==> config.mk <==
export PLATFORM = sky130hd
export DESIGN_NAME = dmem_ctrl_flat
export DESIGN_NICKNAME = d
export VERILOG_FILES = /design/src/rtl/dmem_pkg.sv /design/src/rtl/dmem_if.sv /design/src/rtl/dmem_rdbuf.sv /design/src/rtl/dmem_ctrl.sv /design/src/flat_wrapper.sv
export SDC_FILE = /design/constraint.sdc
export NUM_CORES = 1
export LEC_CHECK = 0
export CAP_MARGIN = 0
export CORE_MARGIN = 2
export CORE_UTILIZATION = 40
export CTS_BUF_LIST = sky130_fd_sc_hd__clkbuf_4 sky130_fd_sc_hd__clkbuf_8 sky130_fd_sc_hd__clkbuf_16
export CTS_CLUSTER_SIZE = 8
export DETAILED_ROUTE_END_ITERATION = 8
export DONT_BUFFER_PORTS = 1
export GPL_TIMING_DRIVEN = 0
export PLACE_DENSITY = 0.63
export REMOVE_ABC_BUFFERS = 1
export SETUP_SLACK_MARGIN = 0.2
export SYNTH_ARGS = -nofsm -noshare
export SYNTH_HDL_FRONTEND = slang
export SYNTH_SLANG_ARGS = --single-unit
==> constraint.sdc <==
create_clock -name clk -period 3.4 [get_ports clk]
set_input_delay 0.68 -clock clk [delete_from_list [all_inputs] [get_ports clk]]
set_output_delay 0.68 -clock clk [all_outputs]
set_load 0.05 [all_outputs]
==> src/rtl/dmem_pkg.sv <==
// dmem_pkg: shared definitions for the data-memory access controller.
//   dmem_state_e     : controller state encoding (IDLE/BUSY/DONE/ERR)
//   DMEM_TIMEOUT_DEF : default cycles a RAM request may wait for ram_ack
//   cnt_width()      : width of a counter that must reach t-1
package dmem_pkg;

  typedef enum logic [1:0] {
    ST_IDLE = 2'd0,
    ST_BUSY = 2'd1,
    ST_DONE = 2'd2,
    ST_ERR  = 2'd3
  } dmem_state_e;

  localparam int DMEM_TIMEOUT_DEF = 15;

  function automatic int cnt_width(input int t);
    return (t > 1) ? $clog2(t) : 1;
  endfunction

endpackage

==> src/rtl/dmem_if.sv <==
// dmem_if: MEM-stage bus plus RAM request/ack bus of the data-memory controller.
//   MEM side : mem_ren, mem_wen, mem_addr, mem_dout (to ctrl)
//              mem_din, mem_stall, mem_err         (from ctrl)
//   RAM side : ram_req, ram_we, ram_addr, ram_wdata (from ctrl)
//              ram_ack, ram_rdata                  (to ctrl)
// modport master = controller view, modport slave = pipeline/RAM view.
interface dmem_if #(
  parameter int ADDR_WIDTH = 32,
  parameter int DATA_WIDTH = 32
);
  logic                  mem_ren;
  logic                  mem_wen;
  logic [ADDR_WIDTH-1:0] mem_addr;
  logic [DATA_WIDTH-1:0] mem_dout;
  logic [DATA_WIDTH-1:0] mem_din;
  logic                  mem_stall;
  logic                  mem_err;
  logic                  ram_req;
  logic                  ram_we;
  logic [ADDR_WIDTH-3:0] ram_addr;
  logic [DATA_WIDTH-1:0] ram_wdata;
  logic                  ram_ack;
  logic [DATA_WIDTH-1:0] ram_rdata;

  modport master (
    input  mem_ren, mem_wen, mem_addr, mem_dout, ram_ack, ram_rdata,
    output mem_din, mem_stall, mem_err, ram_req, ram_we, ram_addr, ram_wdata
  );

  modport slave (
    output mem_ren, mem_wen, mem_addr, mem_dout, ram_ack, ram_rdata,
    input  mem_din, mem_stall, mem_err, ram_req, ram_we, ram_addr, ram_wdata
  );
endinterface

==> src/rtl/dmem_rdbuf.sv <==
// dmem_rdbuf: single-entry read buffer (tag, data, valid) with hit compare.
// Only built when DMEM_RDBUF_EN is defined.
//   clk, rst_n : clock, synchronous active-low reset (clears valid)
//   lk_addr_i  : word address to look up; hit_o/data_o are combinational
//   fill_i     : load tag=wr_addr_i, data=wr_data_i, set valid
//   upd_i      : overwrite data if valid and tag matches wr_addr_i
`ifdef DMEM_RDBUF_EN
module dmem_rdbuf #(
  parameter int AW = 30,
  parameter int DW = 32
) (
  input  logic          clk,
  input  logic          rst_n,
  input  logic [AW-1:0] lk_addr_i,
  output logic          hit_o,
  output logic [DW-1:0] data_o,
  input  logic          fill_i,
  input  logic          upd_i,
  input  logic [AW-1:0] wr_addr_i,
  input  logic [DW-1:0] wr_data_i
);
  logic          vld_q, vld_d;
  logic [AW-1:0] tag_q, tag_d;
  logic [DW-1:0] data_q, data_d;

  always_comb begin
    vld_d  = vld_q;
    tag_d  = tag_q;
    data_d = data_q;
    if (fill_i) begin
      vld_d  = 1'b1;
      tag_d  = wr_addr_i;
      data_d = wr_data_i;
    end else if (upd_i && vld_q && (tag_q == wr_addr_i)) begin
      data_d = wr_data_i;
    end
  end

  always_ff @(posedge clk) begin
    if (!rst_n) begin
      vld_q  <= 1'b0;
      tag_q  <= '0;
      data_q <= '0;
    end else begin
      vld_q  <= vld_d;
      tag_q  <= tag_d;
      data_q <= data_d;
    end
  end

  assign hit_o  = vld_q && (tag_q == lk_addr_i);
  assign data_o = data_q;
endmodule
`endif

==> src/rtl/dmem_ctrl.sv <==
// dmem_ctrl: turns the MEM stage's single-cycle ren/wen interface into a
// req/ack handshake toward a multi-cycle data RAM, stalling the pipeline
// until each access completes.
//   clk, rst_n : clock, synchronous active-low reset
//   bus        : dmem_if.master (MEM-stage bus + RAM bus)
// Optional: DMEM_RDBUF_EN adds a one-entry read buffer; aligned reads that
// hit it complete in IDLE with no stall and no RAM request.
module dmem_ctrl
  import dmem_pkg::*;
#(
  parameter int ADDR_WIDTH = 32,
  parameter int DATA_WIDTH = 32,
  parameter int TIMEOUT    = DMEM_TIMEOUT_DEF
) (
  input  logic   clk,
  input  logic   rst_n,
  dmem_if.master bus
);
  localparam int            WAW      = ADDR_WIDTH - 2;
  localparam int            CW       = cnt_width(TIMEOUT);
  localparam logic [CW-1:0] CNT_LAST = CW'(TIMEOUT - 1);

  dmem_state_e           state_q, state_d;
  logic                  req_q, req_d;
  logic                  we_q, we_d;
  logic [WAW-1:0]        addr_q, addr_d;
  logic [DATA_WIDTH-1:0] wdata_q, wdata_d;
  logic [DATA_WIDTH-1:0] rdata_q, rdata_d;
  logic [CW-1:0]         cnt_q, cnt_d;

  logic                  access, aligned, buf_hit;
  logic [DATA_WIDTH-1:0] buf_data, din_c;
  logic                  stall_c, err_c;

  assign access  = bus.mem_wen | bus.mem_ren;
  assign aligned = (bus.mem_addr[1:0] == 2'b00);

`ifdef DMEM_RDBUF_EN
  logic buf_tag_hit;

  // Reads fill from the latched RAM data; writes refresh a matching entry
  // so a later hit never returns stale data.
  dmem_rdbuf #(.AW(WAW), .DW(DATA_WIDTH)) u_rdbuf (
    .clk       (clk),
    .rst_n     (rst_n),
    .lk_addr_i (bus.mem_addr[ADDR_WIDTH-1:2]),
    .hit_o     (buf_tag_hit),
    .data_o    (buf_data),
    .fill_i    ((state_q == ST_DONE) && !we_q),
    .upd_i     ((state_q == ST_DONE) && we_q),
    .wr_addr_i (addr_q),
    .wr_data_i (we_q ? wdata_q : rdata_q)
  );

  // Write has priority, so a simultaneous ren/wen is never a hit.
  assign buf_hit = buf_tag_hit & bus.mem_ren & ~bus.mem_wen & aligned;
`else
  assign buf_hit  = 1'b0;
  assign buf_data = '0;
`endif

  always_comb begin
    state_d = state_q;
    req_d   = req_q;
    we_d    = we_q;
    addr_d  = addr_q;
    wdata_d = wdata_q;
    rdata_d = rdata_q;
    cnt_d   = cnt_q;
    stall_c = 1'b0;
    din_c   = '0;
    err_c   = 1'b0;
    case (state_q)
      ST_IDLE: begin
        if (access) begin
          if (!aligned) begin
            stall_c = 1'b1;
            state_d = ST_ERR;
          end else if (buf_hit) begin
            din_c = buf_data;
          end else begin
            stall_c = 1'b1;
            req_d   = 1'b1;
            we_d    = bus.mem_wen;
            addr_d  = bus.mem_addr[ADDR_WIDTH-1:2];
            wdata_d = bus.mem_dout;
            cnt_d   = '0;
            state_d = ST_BUSY;
          end
        end
      end
      ST_BUSY: begin
        stall_c = 1'b1;
        if (bus.ram_ack) begin
          if (!we_q) rdata_d = bus.ram_rdata;
          req_d   = 1'b0;
          state_d = ST_DONE;
        end else if (cnt_q == CNT_LAST) begin
          req_d   = 1'b0;
          state_d = ST_ERR;
        end else begin
          cnt_d = cnt_q + 1'b1;
        end
      end
      // MEM inputs still show the finished access here; they are ignored so
      // the access is not reissued.
      ST_DONE: begin
        din_c   = we_q ? '0 : rdata_q;
        state_d = ST_IDLE;
      end
      ST_ERR: begin
        err_c   = 1'b1;
        state_d = ST_IDLE;
      end
      default: state_d = ST_IDLE;
    endcase
  end

  always_ff @(posedge clk) begin
    if (!rst_n) begin
      state_q <= ST_IDLE;
      req_q   <= 1'b0;
      we_q    <= 1'b0;
      addr_q  <= '0;
      wdata_q <= '0;
      rdata_q <= '0;
      cnt_q   <= '0;
    end else begin
      state_q <= state_d;
      req_q   <= req_d;
      we_q    <= we_d;
      addr_q  <= addr_d;
      wdata_q <= wdata_d;
      rdata_q <= rdata_d;
      cnt_q   <= cnt_d;
    end
  end

  assign bus.mem_din   = din_c;
  assign bus.mem_stall = stall_c;
  assign bus.mem_err   = err_c;
  assign bus.ram_req   = req_q;
  assign bus.ram_we    = we_q;
  assign bus.ram_addr  = addr_q;
  assign bus.ram_wdata = wdata_q;
endmodule

==> src/flat_wrapper.sv <==
// flat-port wrapper written by rule: the top's interface ports become plain ports
module dmem_ctrl_flat import dmem_pkg::*;
#(
  parameter int ADDR_WIDTH = 32,
  parameter int DATA_WIDTH = 32,
  parameter int TIMEOUT    = DMEM_TIMEOUT_DEF
)
  (clk, rst_n, bus_mem_ren, bus_mem_wen, bus_mem_addr, bus_mem_dout, bus_ram_ack, bus_ram_rdata, bus_mem_din, bus_mem_stall, bus_mem_err, bus_ram_req, bus_ram_we, bus_ram_addr, bus_ram_wdata);
  dmem_if #(.ADDR_WIDTH(ADDR_WIDTH), .DATA_WIDTH(DATA_WIDTH)) bus_i ();
  input  logic clk;
  input  logic rst_n;
  input wire logic [$bits(bus_i.mem_ren)-1:0] bus_mem_ren;
  input wire logic [$bits(bus_i.mem_wen)-1:0] bus_mem_wen;
  input wire logic [$bits(bus_i.mem_addr)-1:0] bus_mem_addr;
  input wire logic [$bits(bus_i.mem_dout)-1:0] bus_mem_dout;
  input wire logic [$bits(bus_i.ram_ack)-1:0] bus_ram_ack;
  input wire logic [$bits(bus_i.ram_rdata)-1:0] bus_ram_rdata;
  output wire logic [$bits(bus_i.mem_din)-1:0] bus_mem_din;
  output wire logic [$bits(bus_i.mem_stall)-1:0] bus_mem_stall;
  output wire logic [$bits(bus_i.mem_err)-1:0] bus_mem_err;
  output wire logic [$bits(bus_i.ram_req)-1:0] bus_ram_req;
  output wire logic [$bits(bus_i.ram_we)-1:0] bus_ram_we;
  output wire logic [$bits(bus_i.ram_addr)-1:0] bus_ram_addr;
  output wire logic [$bits(bus_i.ram_wdata)-1:0] bus_ram_wdata;
  assign bus_i.mem_ren = bus_mem_ren;
  assign bus_i.mem_wen = bus_mem_wen;
  assign bus_i.mem_addr = bus_mem_addr;
  assign bus_i.mem_dout = bus_mem_dout;
  assign bus_i.ram_ack = bus_ram_ack;
  assign bus_i.ram_rdata = bus_ram_rdata;
  assign bus_mem_din = bus_i.mem_din;
  assign bus_mem_stall = bus_i.mem_stall;
  assign bus_mem_err = bus_i.mem_err;
  assign bus_ram_req = bus_i.ram_req;
  assign bus_ram_we = bus_i.ram_we;
  assign bus_ram_addr = bus_i.ram_addr;
  assign bus_ram_wdata = bus_i.ram_wdata;
  dmem_ctrl #(.ADDR_WIDTH(ADDR_WIDTH), .DATA_WIDTH(DATA_WIDTH), .TIMEOUT(TIMEOUT)) u_core (.clk(clk), .rst_n(rst_n), .bus(bus_i));
endmodule
==> results of run 1 <==
-- area by class of cell --
| cell class | count | area [um^2] | area share [%] |
|---|---|---|---|
| clock buffer | 11 | 139 | 2.99 |
| timing repair buffer | 6 | 76.3 | 1.65 |
| clock inverter | 5 | 83.8 | 1.81 |
| sequential | 102 | 2040 | 44.0 |
| tap | 140 | 175 | 3.78 |
| inverter | 4 | 15.0 | 0.324 |
| multi-input combinational | 357 | 2110 | 45.4 |
-- repair_timing --
item / CTS / global route
hold endpoints to repair: 0 / 0
endpoints found under the setup margin: 0 / 1
resized for setup: 0 / 1
-- synth_stat cells, drive strengths merged (2+ instances only) --
| library cell | number |
|---|---|
| o22ai | 2 |
| a21boi | 95 |
| clkbuf | 29 |
| dfxtp | 102 |
| inv | 4 |
| and2 | 34 |
| a21oi | 2 |
| o211ai | 2 |
| nor2 | 4 |
| ha | 2 |
| nand2 | 72 |
| buf | 22 |
| nor3b | 2 |
| o21ai | 63 |
| nor3 | 2 |
| nand3 | 63 |
-- sequential cells by signal, indices dropped and copies added (netlist names) --
| name | count |
|---|---|
| u_core.bus.ram_wdata | 32 |
| u_core.rdata_q | 32 |
| u_core.bus.ram_addr | 30 |
| u_core.cnt_q | 4 |
| u_core.state_q | 2 |
| u_core.bus.ram_req | 1 |
| u_core.bus.ram_we | 1 |
-- cell usage in the layout, fill, tap and decap left out, types with 2 or more instances in the layout --
| cell type | n |
|---|---|
| inv_1 | 4 |
| o21ai_1 | 57 |
| dfxtp_1 | 102 |
| buf_6 | 3 |
| ha_1 | 2 |
| o21ai_0 | 3 |
| nor3b_1 | 2 |
| o211ai_1 | 2 |
| clkbuf_4 | 2 |
| o21ai_2 | 3 |
| o22ai_1 | 2 |
| bufinv_16 | 2 |
| a21oi_1 | 2 |
| nand3_1 | 63 |
| clkbuf_8 | 9 |
| clkinvlp_4 | 2 |
| and2_1 | 34 |
| nand2_1 | 72 |
| a21boi_1 | 73 |
| nor2_1 | 3 |
| a21boi_0 | 22 |
-- kinds of logic after synthesis --
family,synth area share [%]
compound gates,25.0
mux,0.228
fa+ha+maj,0.571
buf+inv,6.39
flops,46.6
simple gates,21.2
-- critical path, delay by kind of cell (launching register included) --
| family | cells | cell delay [ns] |
|---|---|---|
| AND/OR/NAND/NOR | 2 | 0.88 |
| flip-flops | 1 | 0.60 |
| buffers and inverters | 2 | 0.42 |
-- power groups by stage --
stage               combinational [mW]  sequential (mW)  clock [mW]
finish                           0.232             1.40       0.844
global route                     0.260             1.41       0.923
CTS                              0.234             1.40       0.877
detailed placement               0.235             1.43           0
global placement                 0.214             1.42           0
floorplan                        0.178             1.41           0
-- final timing paths --
path / startpoint / slack (ns) / to / cells past startpoint
setup / recovery: u_core.state_q[1] / 0.45 / bus_mem_din[27] / 4
hold / removal: bus_ram_ack / 0.40 / u_core.state_q[0] / 1
setup reg to reg: u_core.bus.ram_we / 1.42 / u_core.rdata_q[15] / 3
hold reg to reg: u_core.rdata_q[24] / 0.45 / u_core.rdata_q[24] / 2
-- layer usage --
layer	part of all wire [%]	track usage, %	vias to the layer above
met3	13	7.77	12
met5	0	0	-
li1	-	-	1695
met4	1.6	7.23	0
met2	46	27.7	154
met1	39	19.8	1616
-- through the flow --
step                      setup TNS, ns  instance area, um^2  hold slack, ns  power, mW  cells
after floorplan                  -25.22                 4120           0.430       1.59    463
after global placement          -156.51                 4300           0.437       1.63    603
after detailed placement              0                 4410           0.442       1.66    609
after CTS                             0                 4630           0.378       2.51    625
after global routing                  0                 4640           0.381       2.59    625
final                                 0                 4640           0.402       2.47    625
==> run_results.csv, run 1 <==
group,metric,value,unit
run_status,outcome,"complete, no violations",
clock_network,clock_path_buffers,2,
clock_network,root_buffer,"clkbuf_8",
power,combPwrFrac,9.4,%
power,p_seq_share,56.5,%
floorplan,rows,38,
clock_network,cts_buffers,9,
logic_synthesis,synth_cell_types,35,
placement,place_congestion,0.695,
run,max_cap_viol_count,0,
power,powerDensity,533,nW/um^2
logic_synthesis,synth_warnings,0,
floorplan,start_util,40.8,%
cells_and_area,finalCoreUtilization,43.2,%
critical_path,worstPathCellList,"inv_1, nor3_2, buf_4, and2_1",
power,p_clk_share,34.1,%
timing,hold_violations,0,
critical_path,critical_path_arrival,2.27,ns
timing,finalCritPeriodShare,86.8,%
critical_path,cp_max_fo,25,
critical_path,slowest_stage,"dfxtp_1",
timing,setup_ws,0.450,ns
logic_synthesis,synth_top_area_share,46.6,%
floorplan,die-height,109,um
placement,pre_cts_slack,0.305,ns
floorplan,die_w,109,um
timing,worst_pin_slew,0.879,ns
global_route,grt_max_degree,106,
logic_synthesis,synth_top_area_cell,"dfxtp_1",
global_route,antenna_found_initial,0,
power,ir_drop,0.000235,V
global_route,grt_pass1_wl,16.1,mm
global_route,grt_pass1_vias,3289,
logic_synthesis,syn_area,4390,um^2
power,p_int,1.76,mW
clock_network,insertion_delay,0.36,ns
clock_network,cts_sinks,102,
hold_path,hold_class,"in2reg",
routing,wl_per_cell,16.4,um
cells_and_area,drive_gt1_share,6.80,%
floorplan,core_area,10700,um^2
logic_synthesis,synth_edf_count,0,
timing,drv_slew,0,
timing,period_needed,2.95,ns
clock_network,cts_tree,"built",
critical_path,cpPeakStageDelay,0.60,ns
placement,dp.final_hpwl,6.90,mm
global_route,grt_overflow,0,
critical_path,critPathRequiredTime,2.72,ns
routing,drtAntennaViolNets,0,
cells_and_area,syn_to_final_growth,5.76,%
logic_synthesis,yosysSeqAreaShare,46.6,%
logic_synthesis,synth_area_per_cell,8.53,um^2
logic_synthesis,synth_seq_cells,102,
logic_synthesis,async_reset_ff_share,0,%
timing,rsz0062_at_grt,"no",
routing,routed_wl,10.2,mm
cells_and_area,final_nets,583,
cells_and_area,insertedDiodeCount,0,
routing,remaining_drc_errors,0,
power,power_switching,711,uW
global_route,grt_usage,17.2,%
clock_network,htree_levels,3,
logic_synthesis,netlist_instances,514,
timing,fmax,0.339,GHz
critical_path,startpoint_type,"flop",
critical_path,criticalPathCategory,"reg2out",
timing,fin_skew,0.0137,ns
routing,via_count,3477,
power,swShare,28.8,%
logic_synthesis,yosys-top-cells-area,"dfxtp_1 (47%), a21boi_1 (12%), nand3_1 (7.2%), o21ai_1 (6.5%), nand2_1 (6.2%)",
cells_and_area,fillCellCount,1070,
floorplan,io_pins,199,
logic_synthesis,ys.flop_type,"dfxtp_1",
routing,viasPerCell,5.56,
placement,io_buffers,0,
timing,max_slew_margin,41.2,%
floorplan,dieArea,11800,um^2
clock_network,post-cts-setup-buffers,0,
routing,drt_iter0_drc,183,
clock_network,clk_pin_slew,0.10,ns
clock_network,cts_hold_buf,0,
timing,finalSetupViolCount,0,
routing,dr.pass1.iters,4,
critical_path,worst_setup_path_end_kind,"output pin",
power,leakagePower,1.52,nW
(Power assumes the default switching activity.)
==> inputs of run 2 (changes only) <==
Settings changed: REMOVE_ABC_BUFFERS 1 to not set.
==> run 2 against run 1 <==
Count of clock-buffer cells in the layout rose by 2; sequential power barely moved; setup slack improved by 0.029 ns; routed wire length rose by 10%; largest cell class unchanged; flip-flop and latch count did not move; via count rose by 4.3%.
==> run_results.csv, run 2 (same netlist as run 1, synthesis figures left out) <==
group,metric,value,unit
run_status,outcome,"complete, no violations",
critical_path,r2r_cells,5,
routing,remaining_drc_errors,0,
placement,dp.final_hpwl,8.41,mm
routing,routed_wl,11.3,mm
routing,drtAntennaViolNets,0,
routing,drt_iter0_drc,263,
critical_path,critical_path_arrival,2.24,ns
hold_path,holdPathEnd,"u_core.state_q[0]",
floorplan,core_area,10700,um^2
clock_network,root_buffer,"clkbuf_8",
critical_path,cp_max_fo,10,
timing,worst_pin_slew,0.713,ns
power,leakagePower,1.62,nW
critical_path,cpPeakStageDelay,0.56,ns
clock_network,cts_resized,0,
placement,io_buffers,0,
clock_network,clock_path_buffers,2,
cells_and_area,mostFrequentLayoutCell,"dfxtp_1",
hold_path,min-delay-start,"bus_ram_ack",
cells_and_area,mostFrequentLayoutCells,"dfxtp_1 (102), a21boi_1 (73), nand2_1 (72)",
clock_network,insertion_delay,0.36,ns
floorplan,start_util,40.8,%
clock_network,htree_levels,3,
clock_network,cts_tree,"built",
power,powerDensity,514,nW/um^2
global_route,grt_pass1_vias,3436,
floorplan,die_w,109,um
placement,place_congestion,0.722,
timing,finalSetupViolCount,0,
cells_and_area,syn_to_final_growth,8.64,%
floorplan,dieArea,11800,um^2
timing,finalCritPeriodShare,85.9,%
critical_path,worstPathCellList,"nor3_2, clkbuf_1, and2_1",
timing,period_needed,2.92,ns
global_route,antenna_found_initial,0,
critical_path,startpoint_type,"flop",
routing,dr.pass1.iters,4,
global_route,grt_overflow,0,
critical_path,critPathRequiredTime,2.72,ns
cells_and_area,final_nets,628,
critical_path,r2r_end,"u_core.rdata_q[11]",
global_route,grt_usage,18.2,%
timing,fin_tns_setup,0,ns
hold_path,hold_class,"in2reg",
routing,via_count,3626,
timing,rsz0062_at_grt,"no",
timing,max_slew_margin,52.4,%
critical_path,slowest_stage,"dfxtp_1",
timing,hold_violations,0,
clock_network,cts_sinks,102,
clock_network,cts_hold_buf,0,
routing,viasPerCell,5.43,
cells_and_area,fillCellCount,1069,
floorplan,io_pins,199,
timing,drv_slew,0,
global_route,grt_max_degree,15,
clock_network,cts_buffers,9,
critical_path,reg2reg_from,"u_core.bus.ram_we",
timing,fin_skew,0.00903,ns
floorplan,die-height,109,um
timing,setup_ws,0.478,ns
logic_synthesis,syn_nets,617,
cells_and_area,insertedDiodeCount,0,
power,ir_drop,0.000180,V
routing,wl_met1,4.60,mm
timing,fmax,0.342,GHz
placement,pre_cts_slack,0.301,ns
routing,wl_per_cell,16.9,um
critical_path,reg2reg_setup_slack,1.41,ns
hold_path,hold_depth,1,
routing,topRoutingLayerUsed,"met4",
routing,dr_wl_met2,5.27,mm
global_route,grt_pass1_wl,17.0,mm
clock_network,post-cts-setup-buffers,0,
clock_network,clk_pin_slew,0.09,ns
cells_and_area,drive_gt1_share,7.95,%
floorplan,rows,38,
critical_path,criticalPathCategory,"reg2out",
routing,met3_length,1.26,mm
critical_path,worst_setup_path_end_kind,"output pin",
run,max_cap_viol_count,0,
-- run 2: area by class of cell --
type / instances / area, um^2 / area share [%]
plain buffers: 51 / 265 / 5.57
clock buffers: 13 / 166 / 3.49
clock inverters: 1 / 30.0 / 0.630
inverters: 4 / 15.0 / 0.315
multi-input cells: 357 / 2070 / 43.5
flip-flops and latches: 102 / 2040 / 42.9
well taps: 140 / 175 / 3.68
-- run 2: worst max-delay path by stage --
stage | start | endpoint | slack (ns) | cells past startpoint
after floorplan | bus_mem_wen | bus_mem_stall | 0.69 | 5
after global placement | bus_mem_wen | bus_mem_stall | 0.30 | 5
after detailed placement | bus_mem_wen | bus_mem_stall | 0.30 | 5
after CTS | u_core.bus.ram_we | bus_mem_din[28] | 0.24 | 3
after global routing | u_core.bus.ram_we | bus_mem_din[29] | 0.33 | 3
final | u_core.bus.ram_we | bus_mem_din[28] | 0.48 | 3
-- run 2: report_power, final --
part	internal [mW]	leakage (nW)	switching [mW]
logic	0.0974	0.686	0.182
registers	1.25	0.828	0.142
clock network	0.390	0.102	0.388
-- run 2: metal layers --
layer | vias up | global-route usage, %
li1 | 1781 | -
met1 | 1676 | 21.8
met2 | 158 | 29.6
met3 | 11 | 7.47
met4 | 0 | 6.23
met5 | - | 0
-- run 2: critical path: cells and delay by family, from the launching register on --
family        cells  cell delay, ns
simple gates      2            0.94
flops             1            0.56
buf+inv           1            0.38
-- run 2: per-stage QoR --
step / util [%] / hold slack, ns / instances / cell area (um^2) / power (mW)
2_1_floorplan: - / 0.430 / 514 / 4390 / 1.63
3_3_place_gp: 42.4 / 0.437 / 654 / 4560 / 1.69
3_5_place_dp: 42.4 / 0.442 / 654 / 4560 / 1.70
4_1_cts: 44.3 / 0.387 / 668 / 4760 / 2.48
5_1_grt: 44.3 / 0.396 / 668 / 4760 / 2.56
6_report: 44.3 / 0.413 / 668 / 4760 / 2.45
==> inputs of run 3 (changes only) <==
Settings changed: CTS_BUF_LIST sky130_fd_sc_hd__clkbuf_4 sky130_fd_sc_hd__clkbuf_8 sky130_fd_sc_hd__clkbuf_16 to sky130_fd_sc_hd__clkbuf_8.
==> run 3 against run 2 <==
Worst hold slack is essentially flat; critical endpoint unchanged; first-iteration DRC count is the same; utilization shrank 0.070 points; routed wire length is the same; clock power shrank 2.8%; register-to-register slack is essentially flat; critical path depth is the same; clock skew is essentially flat; total power shrank 0.89%; final cell count is the same; highest routed layer unchanged; via count is the same.
==> run_results.csv, run 3 (same netlist as run 1, synthesis figures left out) <==
group,metric,value,unit
run,max_cap_viol_count,0,
run_status,outcome,"complete, no violations",
clock_network,clk_pin_slew,0.09,ns
critical_path,worst_setup_path_end_kind,"output pin",
floorplan,die-height,109,um
power,powerDensity,510,nW/um^2
clock_network,cts_sinks,102,
clock_network,clock_path_buffers,2,
timing,max_slew_margin,52.4,%
clock_network,root_buffer,"clkbuf_8",
cells_and_area,syn_to_final_growth,8.47,%
critical_path,critical_path_arrival,2.24,ns
global_route,antenna_found_initial,0,
clock_network,cts_tree,"built",
clock_network,cts_buffers,9,
critical_path,criticalPathCategory,"reg2out",
cells_and_area,mostFrequentLayoutCell,"dfxtp_1",
routing,wl_per_cell,16.9,um
floorplan,rows,38,
cells_and_area,mostFrequentLayoutCells,"dfxtp_1 (102), a21boi_1 (73), nand2_1 (72)",
timing,period_needed,2.92,ns
clock_network,htree_levels,3,
critical_path,critPathRequiredTime,2.72,ns
floorplan,start_util,40.8,%
critical_path,worstPathCellList,"nor3_2, clkbuf_1, and2_1",
timing,rsz0062_at_grt,"no",
timing,fin_tns_setup,0,ns
routing,viasPerCell,5.43,
timing,fin_skew,0.00903,ns
placement,io_buffers,0,
critical_path,slowest_stage,"dfxtp_1",
global_route,grt_pass1_wl,17.0,mm
cells_and_area,drive_gt1_share,7.58,%
routing,drt_iter0_drc,263,
clock_network,cts_hold_buf,0,
cells_and_area,final_nets,628,
routing,dr.pass1.iters,4,
timing,hold_violations,0,
clock_network,insertion_delay,0.36,ns
power,leakagePower,1.62,nW
routing,drtAntennaViolNets,0,
logic_synthesis,syn_nets,617,
cells_and_area,fillCellCount,1070,
floorplan,core_area,10700,um^2
timing,finalSetupViolCount,0,
floorplan,dieArea,11800,um^2
global_route,grt_max_degree,15,
critical_path,cpPeakStageDelay,0.56,ns
placement,dp.final_hpwl,8.41,mm
routing,remaining_drc_errors,0,
routing,via_count,3626,
global_route,grt_usage,18.2,%
power,ir_drop,0.000173,V
critical_path,startpoint_type,"flop",
timing,finalCritPeriodShare,85.9,%
global_route,grt_pass1_vias,3436,
floorplan,die_w,109,um
cells_and_area,ff_latch_area,2040,um^2
timing,worst_pin_slew,0.713,ns
timing,fmax,0.342,GHz
critical_path,cp_max_fo,10,
placement,place_congestion,0.722,
timing,drv_slew,0,
clock_network,cts_resized,0,
hold_path,hold_class,"in2reg",
cells_and_area,insertedDiodeCount,0,
floorplan,io_pins,199,
cells_and_area,multi_input_area,2070,um^2
clock_network,post-cts-setup-buffers,0,
timing,fin_hold_ws,0.413,ns
global_route,grt_overflow,0,
routing,routed_wl,11.3,mm
run 3: cell count changes in the layout (fill, tap and decap cells not counted), sizes merged:
cell and change:
clkbuf -2, inv +2
run 3: through the flow:
stage	power (mW)	setup WS (ns)	util (%)	instance area, um^2	cells
2_1_floorplan	1.63	0.689	-	4390	514
6_report	2.42	0.478	44.3	4760	668
3_5_place_dp	1.70	0.301	42.4	4560	654
3_3_place_gp	1.69	0.297	42.4	4560	654
4_1_cts	2.46	0.243	44.2	4750	668
5_1_grt	2.54	0.325	44.3	4760	668
run 3: final cells by class:
type | instances | area share, %
multi-input combinational | 357 | 43.5
clock buffer | 11 | 3.18
clock inverter | 3 | 0.789
inverter | 4 | 0.316
sequential | 102 | 42.9
buffer | 51 | 5.58
tap | 140 | 3.68
run 3: report_power, final:
group | leakage (nW) | switching, mW | total (mW) | internal, mW
Sequential | 0.828 | 0.142 | 1.39 | 1.25
Clock | 0.104 | 0.389 | 0.757 | 0.368
Combinational | 0.686 | 0.182 | 0.280 | 0.0974
Total | 1.62 | 0.713 | 2.42 | 1.71
run 3: path summary, 6_finish.rpt:
| kind | end | start | slack [ns] | cells past startpoint |
|---|---|---|---|---|
| setup / recovery | bus_mem_din[28] | u_core.bus.ram_we | 0.48 | 3 |
| hold / removal | u_core.state_q[0] | bus_ram_ack | 0.41 | 1 |
| setup reg to reg | u_core.rdata_q[11] | u_core.bus.ram_we | 1.41 | 5 |
| hold reg to reg | u_core.rdata_q[9] | u_core.rdata_q[9] | 0.45 | 2 |
run 3: metal layers:
layer,global-route usage (%),part of all wire [%],up-vias
li1,-,-,1781
met1,21.8,41,1676
met2,29.6,47,158
met3,7.47,11,11
met4,6.23,1.2,0
met5,0,0,-
run 3: worst max-delay path, delay by kind of cell (launching register included):
| family | cells | cell delay (ns) |
|---|---|---|
| buffers and inverters | 1 | 0.38 |
| flip-flops | 1 | 0.56 |
| AND/OR/NAND/NOR | 2 | 0.94 |
